## src/rtl/imem_fetch_ctrl_if.sv

```systemverilog
// Bundle of instruction-memory and decode-side signals for the fetch controller.
// The controller uses the master view; the memory/decode environment uses slave.
interface imem_fetch_ctrl_if;
    logic [31:0] imem_addr;
    logic [31:0] imem_rdata;
    logic        halt;
    logic        redirect_valid;
    logic [31:0] redirect_pc;
    logic        inst_valid;
    logic        inst_ready;
    logic [31:0] inst_data;
    logic [31:0] inst_pc;

    modport master (
        output imem_addr,
        input  imem_rdata,
        input  halt,
        input  redirect_valid,
        input  redirect_pc,
        output inst_valid,
        input  inst_ready,
        output inst_data,
        output inst_pc
    );

    modport slave (
        input  imem_addr,
        output imem_rdata,
        output halt,
        output redirect_valid,
        output redirect_pc,
        input  inst_valid,
        output inst_ready,
        input  inst_data,
        input  inst_pc
    );
endinterface

```

## src/rtl/imem_fetch_ctrl.sv

```systemverilog
// Instruction-fetch controller: owns the fetch PC, reads the combinational
// instruction memory every cycle and buffers {pc, word} pairs in a small
// prefetch FIFO that feeds decode over a valid/ready handshake. Redirects
// from execute flush the FIFO and restart fetch at the new target.
module imem_fetch_ctrl #(
    parameter logic [31:0] RESET_PC = 32'h0000_0000,
    parameter int          DEPTH    = 2
) (
    input  logic               clk,
    input  logic               rst,
    imem_fetch_ctrl_if.master  bus
);

    localparam int PTR_W = (DEPTH > 1) ? $clog2(DEPTH) : 1;
    localparam int CNT_W = $clog2(DEPTH + 1);

    localparam logic [PTR_W-1:0] PTR_ONE   = PTR_W'(1);
    localparam logic [CNT_W-1:0] CNT_ONE   = CNT_W'(1);
    localparam logic [CNT_W-1:0] DEPTH_CNT = CNT_W'(DEPTH);

    logic [31:0]      fetch_pc;
    logic [PTR_W-1:0] rd_ptr;
    logic [PTR_W-1:0] wr_ptr;
    logic [CNT_W-1:0] count;
    logic [31:0]      pc_mem   [DEPTH];
    logic [31:0]      data_mem [DEPTH];

    logic             fifo_valid;
    logic             pop;
    logic             push;

    assign fifo_valid = (count != '0);
    assign pop        = fifo_valid && bus.inst_ready;
    assign push       = !rst && !bus.redirect_valid && !bus.halt &&
                        ((count < DEPTH_CNT) || pop);

    assign bus.imem_addr  = fetch_pc;
    assign bus.inst_valid = fifo_valid;
    assign bus.inst_data  = fifo_valid ? data_mem[rd_ptr] : '0;
    assign bus.inst_pc    = fifo_valid ? pc_mem[rd_ptr]   : '0;

    // Capture the fetched word and its PC into the slot at the write pointer.
    always_ff @(posedge clk) begin
        if (push) begin
            pc_mem[wr_ptr]   <= fetch_pc;
            data_mem[wr_ptr] <= bus.imem_rdata;
        end
    end

    // Fetch PC, FIFO pointers and occupancy; reset beats redirect beats halt.
    always_ff @(posedge clk) begin
        if (rst) begin
            fetch_pc <= RESET_PC;
            rd_ptr   <= '0;
            wr_ptr   <= '0;
            count    <= '0;
        end else if (bus.redirect_valid) begin
            fetch_pc <= {bus.redirect_pc[31:2], 2'b00};
            rd_ptr   <= wr_ptr;
            count    <= '0;
        end else begin
            if (push) begin
                fetch_pc <= fetch_pc + 32'd4;
                wr_ptr   <= wr_ptr + PTR_ONE;
            end
            if (pop) begin
                rd_ptr <= rd_ptr + PTR_ONE;
            end
            case ({push, pop})
                2'b10:   count <= count + CNT_ONE;
                2'b01:   count <= count - CNT_ONE;
                default: count <= count;
            endcase
        end
    end

endmodule

```

## src/flat_wrapper.sv

```systemverilog
// flat-port wrapper written by rule: the top's interface ports become plain ports
module imem_fetch_ctrl_flat 
#(
    parameter logic [31:0] RESET_PC = 32'h0000_0000,
    parameter int          DEPTH    = 2
)
  (clk, rst, bus_imem_addr, bus_imem_rdata, bus_halt, bus_redirect_valid, bus_redirect_pc, bus_inst_valid, bus_inst_ready, bus_inst_data, bus_inst_pc);
  imem_fetch_ctrl_if bus_i ();
  input  logic clk;
  input  logic rst;
  output wire logic [$bits(bus_i.imem_addr)-1:0] bus_imem_addr;
  input wire logic [$bits(bus_i.imem_rdata)-1:0] bus_imem_rdata;
  input wire logic [$bits(bus_i.halt)-1:0] bus_halt;
  input wire logic [$bits(bus_i.redirect_valid)-1:0] bus_redirect_valid;
  input wire logic [$bits(bus_i.redirect_pc)-1:0] bus_redirect_pc;
  output wire logic [$bits(bus_i.inst_valid)-1:0] bus_inst_valid;
  input wire logic [$bits(bus_i.inst_ready)-1:0] bus_inst_ready;
  output wire logic [$bits(bus_i.inst_data)-1:0] bus_inst_data;
  output wire logic [$bits(bus_i.inst_pc)-1:0] bus_inst_pc;
  assign bus_imem_addr = bus_i.imem_addr;
  assign bus_i.imem_rdata = bus_imem_rdata;
  assign bus_i.halt = bus_halt;
  assign bus_i.redirect_valid = bus_redirect_valid;
  assign bus_i.redirect_pc = bus_redirect_pc;
  assign bus_inst_valid = bus_i.inst_valid;
  assign bus_i.inst_ready = bus_inst_ready;
  assign bus_inst_data = bus_i.inst_data;
  assign bus_inst_pc = bus_i.inst_pc;
  imem_fetch_ctrl #(.RESET_PC(RESET_PC), .DEPTH(DEPTH)) u_core (.clk(clk), .rst(rst), .bus(bus_i));
endmodule
```

## config.mk

```make
export PLATFORM = sky130hd
export DESIGN_NAME = imem_fetch_ctrl_flat
export DESIGN_NICKNAME = d
export VERILOG_FILES = /design/src/rtl/imem_fetch_ctrl_if.sv /design/src/rtl/imem_fetch_ctrl.sv /design/src/flat_wrapper.sv
export SDC_FILE = /design/constraint.sdc
export NUM_CORES = 1
export LEC_CHECK = 0
export CAP_MARGIN = 30
export CELL_PAD_IN_SITES_DETAIL_PLACEMENT = 1
export CELL_PAD_IN_SITES_GLOBAL_PLACEMENT = 1
export CORE_ASPECT_RATIO = 1.5
export CORE_MARGIN = 2
export CORE_UTILIZATION = 42
export DETAILED_ROUTE_END_ITERATION = 16
export HOLD_SLACK_MARGIN = 0.05
export MAX_ROUTING_LAYER = met4
export PLACE_DENSITY = 0.82
export SETUP_SLACK_MARGIN = 0.1
export SLEW_MARGIN = 20
export SYNTH_ARGS = -nofsm -noshare
export SYNTH_HDL_FRONTEND = slang
export SYNTH_SLANG_ARGS = --single-unit
```

## constraint.sdc

```tcl
create_clock -name clk -period 11.1 [get_ports clk]
set_input_delay 2.22 -clock clk [delete_from_list [all_inputs] [get_ports clk]]
set_output_delay 2.22 -clock clk [all_outputs]
set_load 0.02 [all_outputs]
```

Word-level counts from Yosys, hierarchy flattened:

Memories as Yosys holds them, arrays and structs flattened. A register that Yosys moved wholly into a read port is not among the register bits.
Cells that the tools add are included.

* bits in writable memories: 128
* memories: 2
* register bits: 36

* eq/ne operators: 2
* bitwise operators: 1
* multiplexer cells: 13
* $add $sub $neg: 5
* reduce and logical (&&, ||, !) cells: 14
* order comparisons: 1

Memory list
* u_core.data_mem: depth 2, width 32, rd ports 1, clocked after Yosys merged registers in 1, write ports 1, RTL line imem_fetch_ctrl.sv:26 `logic [31:0] data_mem [DEPTH];`
* u_core.pc_mem: depth 2, width 32, rd ports 1, clocked after Yosys merged registers in 1, write ports 1, RTL line imem_fetch_ctrl.sv:25 `logic [31:0] pc_mem [DEPTH];`

Operators by type and width (count)
* 32-bit two-way mux: 4
* 32-bit by 3-bit adder with 32-bit output (second input constant): 1
* 1-bit two-way mux: 8
* 2-bit nonzero test: 4
* 1-bit logical AND: 4
* 2-bit case mux with 2 select lines: 1
* 1-bit zero test: 3
* 1-bit adder (second input constant): 2
* 2-bit by 1-bit adder with 2-bit output (second input constant): 1
* 2-bit by 1-bit equality test with 1-bit output (second input constant): 1
* 2-bit equality test (second input constant): 1
* 2-bit less-than comparator (second input constant): 1
* 2-bit AND reduction: 1
* 2-bit OR reduction: 1
* 2-bit by 1-bit subtractor with 2-bit output (second input constant): 1
* 1-bit logical OR: 1
* 1-bit inverter: 1

Logic depth before layout (Yosys ltp):

* word-level depth: 6
* mapped depth: 10

Worst setup path after synthesis:

No wires, ideal clock.

* path type: in2reg
* start point: input port bus_inst_ready
* end point: memory u_core.data_mem[0][0], enable pin
* setup slack: 5056 ps
* path buffers: 2
* arrival: 5561 ps
* cell stages on the path: 6
* path through: nor2b_1 > clkbuf_1 > nor2_2 > nand2_1 > clkbuf_1 > nor2_1

* word-level cells in the longest chain between the ends: 5

RTL lines
* from (decl): RTL line flat_wrapper.sv:17 `input wire logic [$bits(bus_i.inst_ready)-1:0] bus_inst_ready;`
* 1-bit logical AND: RTL line imem_fetch_ctrl.sv:33 `assign pop = fifo_valid && bus.inst_ready;`
* 1-bit logical OR: RTL line imem_fetch_ctrl.sv:35 `((count < DEPTH_CNT) || pop);`
* 1-bit logical AND: RTL line imem_fetch_ctrl.sv:34 `assign push = !rst && !bus.redirect_valid && !bus.halt &&`
* 1-bit two-way mux: RTL line imem_fetch_ctrl.sv:44 `if (push) begin`
* 1-bit two-way mux (not written as such): RTL line imem_fetch_ctrl.sv:46 `data_mem[wr_ptr] <= bus.imem_rdata;`
* to (decl): RTL line imem_fetch_ctrl.sv:26

No other way between the ends.

Final worst setup path:

* start point: input port bus_inst_ready
* end point: memory u_core.pc_mem[1][16], enable pin

* word-level cells in the longest chain between the ends: 5

RTL lines
* 1-bit logical AND: RTL line imem_fetch_ctrl.sv:33
* 1-bit logical OR: RTL line imem_fetch_ctrl.sv:35
* 1-bit logical AND: RTL line imem_fetch_ctrl.sv:34
* 1-bit two-way mux: RTL line imem_fetch_ctrl.sv:44
* 1-bit two-way mux (not written as such): RTL line imem_fetch_ctrl.sv:45 `pc_mem[wr_ptr] <= fetch_pc;`
* to (decl): RTL line imem_fetch_ctrl.sv:25

No other way between the ends.

==> out/metrics.csv <==
stage,metric,value,unit
run_status,status,finished clean,
yosys,"FFs w/ async S/R, synth",0,%
finish,Nets,725,
clock_tree,CTS tree,done,
power_and_ir_drop,total power,1.36,mW
route,vias post-DR,4560,
power_and_ir_drop,power per cell area,151,mW/mm^2
worst_setup_path,FF-to-FF Start,u_core.count[1],
finish,P&R area growth vs syn,35.9,%
worst_setup_path,CP startpoint,bus_inst_ready,
yosys,Synth cell types,43,
yosys,"Top FF cell, synth",edfxtp_1,
floorplan,# rows,56,
timing,Post-Route Skew,0.0135,ns
worst_setup_path,Critical Path End Type,flop,
timing,RSZ-0062 raised after global routing,false,
worst_setup_path,Crit path required time,11.15,ns
yosys,Yosys reg bits,159,
yosys,Gate Count Post-Synth,499,
floorplan,Starting Density,42.7,%
route,Iter 0 DRT Violations,163,
worst_setup_path,critical-path maximum fanout,47,
yosys,synthesized area,0.00661,mm^2
clock_tree,post-CTS resize count,0,
clock_tree,Worst-path clk slew,0.07,ns
clock_tree,Clock Root Buffer,clkbuf_16,
place,Post-DP Area,0.00842,mm^2
finish,FF/Latch Area,0.00443,mm^2
power_and_ir_drop,leakage power,2.98,nW
timing,final setup violating endpoints,0,
clock_tree,H-tree lvl count,4,
yosys,cell taking the most area after synthesis,edfxtp_1,
place,GP Congestion,0.795,
timing,FMAX,206,MHz
min_path,startpoint of the worst hold path,u_core.bus.imem_addr[21],
yosys,number of flops mapped to enable cells by yosys,124,
route,routed length per placed instance,19.3,um
worst_setup_path,CP arrival,4.91,ns
timing,Tcrit/Tclk final,43.8,%
grt,total global-route track usage,21.1,%
min_path,Worst Hold Class,flop to flop,
min_path,number of cells on the worst hold path,0,
clock_tree,clock sinks,159,
floorplan,Core Footprint,0.0155,mm^2
clock_tree,clock latency on the worst-skew pair,0.43,ns
worst_setup_path,"reg-to-reg slack, setup",8.11,ns
route,drt pass-1 iters,4,
yosys,most frequent cell after synthesis,edfxtp_1,
yosys,"top cells by count, synth","124 x edfxtp_1, 93 x nor2_1, 63 x mux2i_1",
timing,Final Max Tran Viols,0,
route,Detail Route Antenna Nets,0,
power_and_ir_drop,Max rail drop VDD,0.0896,mV
place,port bufs,159,
grt,Overflow after GRT,0,
yosys,"Avg Cell Area, Syn",13.2,um^2
grt,global-route wire length before repair,26.2,mm
yosys,synthesis warning total,0,
route,post-DR vias/cell,5.24,
yosys,post-synth top area share,56.4,%
finish,share of layout cells above drive strength 1,7.20,%
timing,final hold violations,0,
worst_setup_path,reg-to-reg endpoint,u_core.pc_mem[1][16],
yosys,largest cells by area after synthesis,"edfxtp_1 56%, dfxtp_1 11%, mux2i_1 9.5%",
timing,setup TNS,0,ns
job,max cap viols,0,
min_path,hold endpoint,u_core.pc_mem[1][21],
floorplan,# IOs,166,
timing,crit path time final,4.86,ns
grt,vias in the first global route,4965,
timing,Slew headroom,52.5,%
finish,Multi-input gate area,0.00207,mm^2
floorplan,die area,0.0168,mm^2
route,Remaining DRCs,0,
route,Routed WL,16.8,mm
grt,initial antenna violation count,0,
worst_setup_path,CP startpoint kind,primary input,
clock_tree,clock tree buffer depth,2,
worst_setup_path,Worst Reg2Reg Path Length in Cells,5,
yosys,sequential share of the synthesized area,67.0,%
clock_tree,post-CTS setup buffer count,0,
clock_tree,Hold Buf Count CTS,0,
grt,pin count of the biggest net entering global routing,64,
finish,fillers,1538,
timing,Worst Tran Pin Value,0.710,ns
worst_setup_path,WS Path Type,primary input to flop,
floorplan,Die X,106,um
floorplan,Die Ht,158,um
finish,Diodes inserted,0,
clock_tree,CTS buffer count,17,
finish,post-route design area,0.00898,mm^2
place,post-detail-place hpwl,11.2,mm
## metal layers
layer | track usage [%] | wire length (um) | vias up
li1 | - | - | 2139
met5 | - | 0 | -
met1 | 22.6 | 6550 | 2262
met4 | 8.60 | 352 | 0
met2 | 38.2 | 9250 | 137
met3 | 4.12 | 656 | 22
## cells by family (layout without fill, tap and decap cells)
logic type,count (synthesis),in the layout,share of synthesized area (%)
and+or+nand+nor,168,168,12.6
DFF,159,159,67.0
muxes,63,63,9.54
AOI/OAI and AO/OA,40,40,4.22
buffers and inverters,36,201,2.27
xor gates and xnor gates,30,30,3.98
adders and majority gates,2,2,0.379
other,1,4,0.0568
## flip-flops by register name, indices dropped and copies added (netlist names), named ones only
| name | cells |
|---|---|
| u_core.data_mem | 64 |
| u_core.count | 2 |
| u_core.bus.imem_addr | 30 |
| u_core.pc_mem | 60 |
| u_core.wr_ptr | 1 |
| u_core.rd_ptr | 1 |
## worst max path at each step
stage | end | slack (ns) | cells after the start
2_1_floorplan | u_core.data_mem[0][0] | 5.06 | 6
3_3_place_gp | u_core.pc_mem[1][16] | 5.87 | 6
3_5_place_dp | u_core.pc_mem[1][17] | 5.78 | 6
4_1_cts | u_core.pc_mem[1][10] | 6.17 | 6
5_1_grt | u_core.pc_mem[1][10] | 6.00 | 6
6_report | u_core.pc_mem[1][16] | 6.24 | 6
## through the flow
step                      hold slack, ns  setup WS [ns]  std cells  util, %
after floorplan                    0.503           5.06        502        -
after global placement             0.535           5.87        837     54.2
after detailed placement           0.537           5.78        838     54.4
after CTS                          0.542           6.17        870     58.0
after global routing               0.565           6.00        870     58.0
final                              0.550           6.24        870     58.0
## power by group
group / total [mW] / leakage [nW] / switching, mW / internal, mW
clock: 0.552 / 0.263 / 0.239 / 0.312
combinational: 0.123 / 1.29 / 0.0604 / 0.0624
sequential: 0.683 / 1.43 / 0.0219 / 0.661
total: 1.36 / 2.98 / 0.322 / 1.04
## layout make-up
type	instances	area share, %
timing repair buffer	165	18.4
tap	203	2.83
clock buffer	19	4.82
inverter	4	0.167
multi-input combinational	307	23.0
clock inverter	13	1.41
sequential	159	49.3
## critical path, stage by stage
cell and delay [ns]:
clkdlybuf4s50_1 0.50, nor2b_1 0.17, nor2_2 0.33, nand2_1 0.43
nor2_4 0.56, buf_4 0.62
## placed cells by master (no fill, tap or decap), drive strengths merged
cell type,n
nor3,4
dfxtp,35
and3,10
nor3b,1
o21ai,2
nor4,5
o311a,1
and2,2
a21oi,8
or2,1
o211ai,2
mux2i,63
nand2b,1
and4,3
clkinv,4
xnor2,12
o22ai,5
or4,3
ha,2
nor4b,1
buf,6
nand4,9
inv,9
nand2,13
clkbuf,19
bufinv,1
a31oi,1
nand3,17
a311oi,3
xor2,18
clkdlybuf4s50,159
a211oi,18
clkinvlp,3
nor2,94
or3,3
nor2b,1
conb,4
edfxtp,124
(Power assumes the default switching activity.)
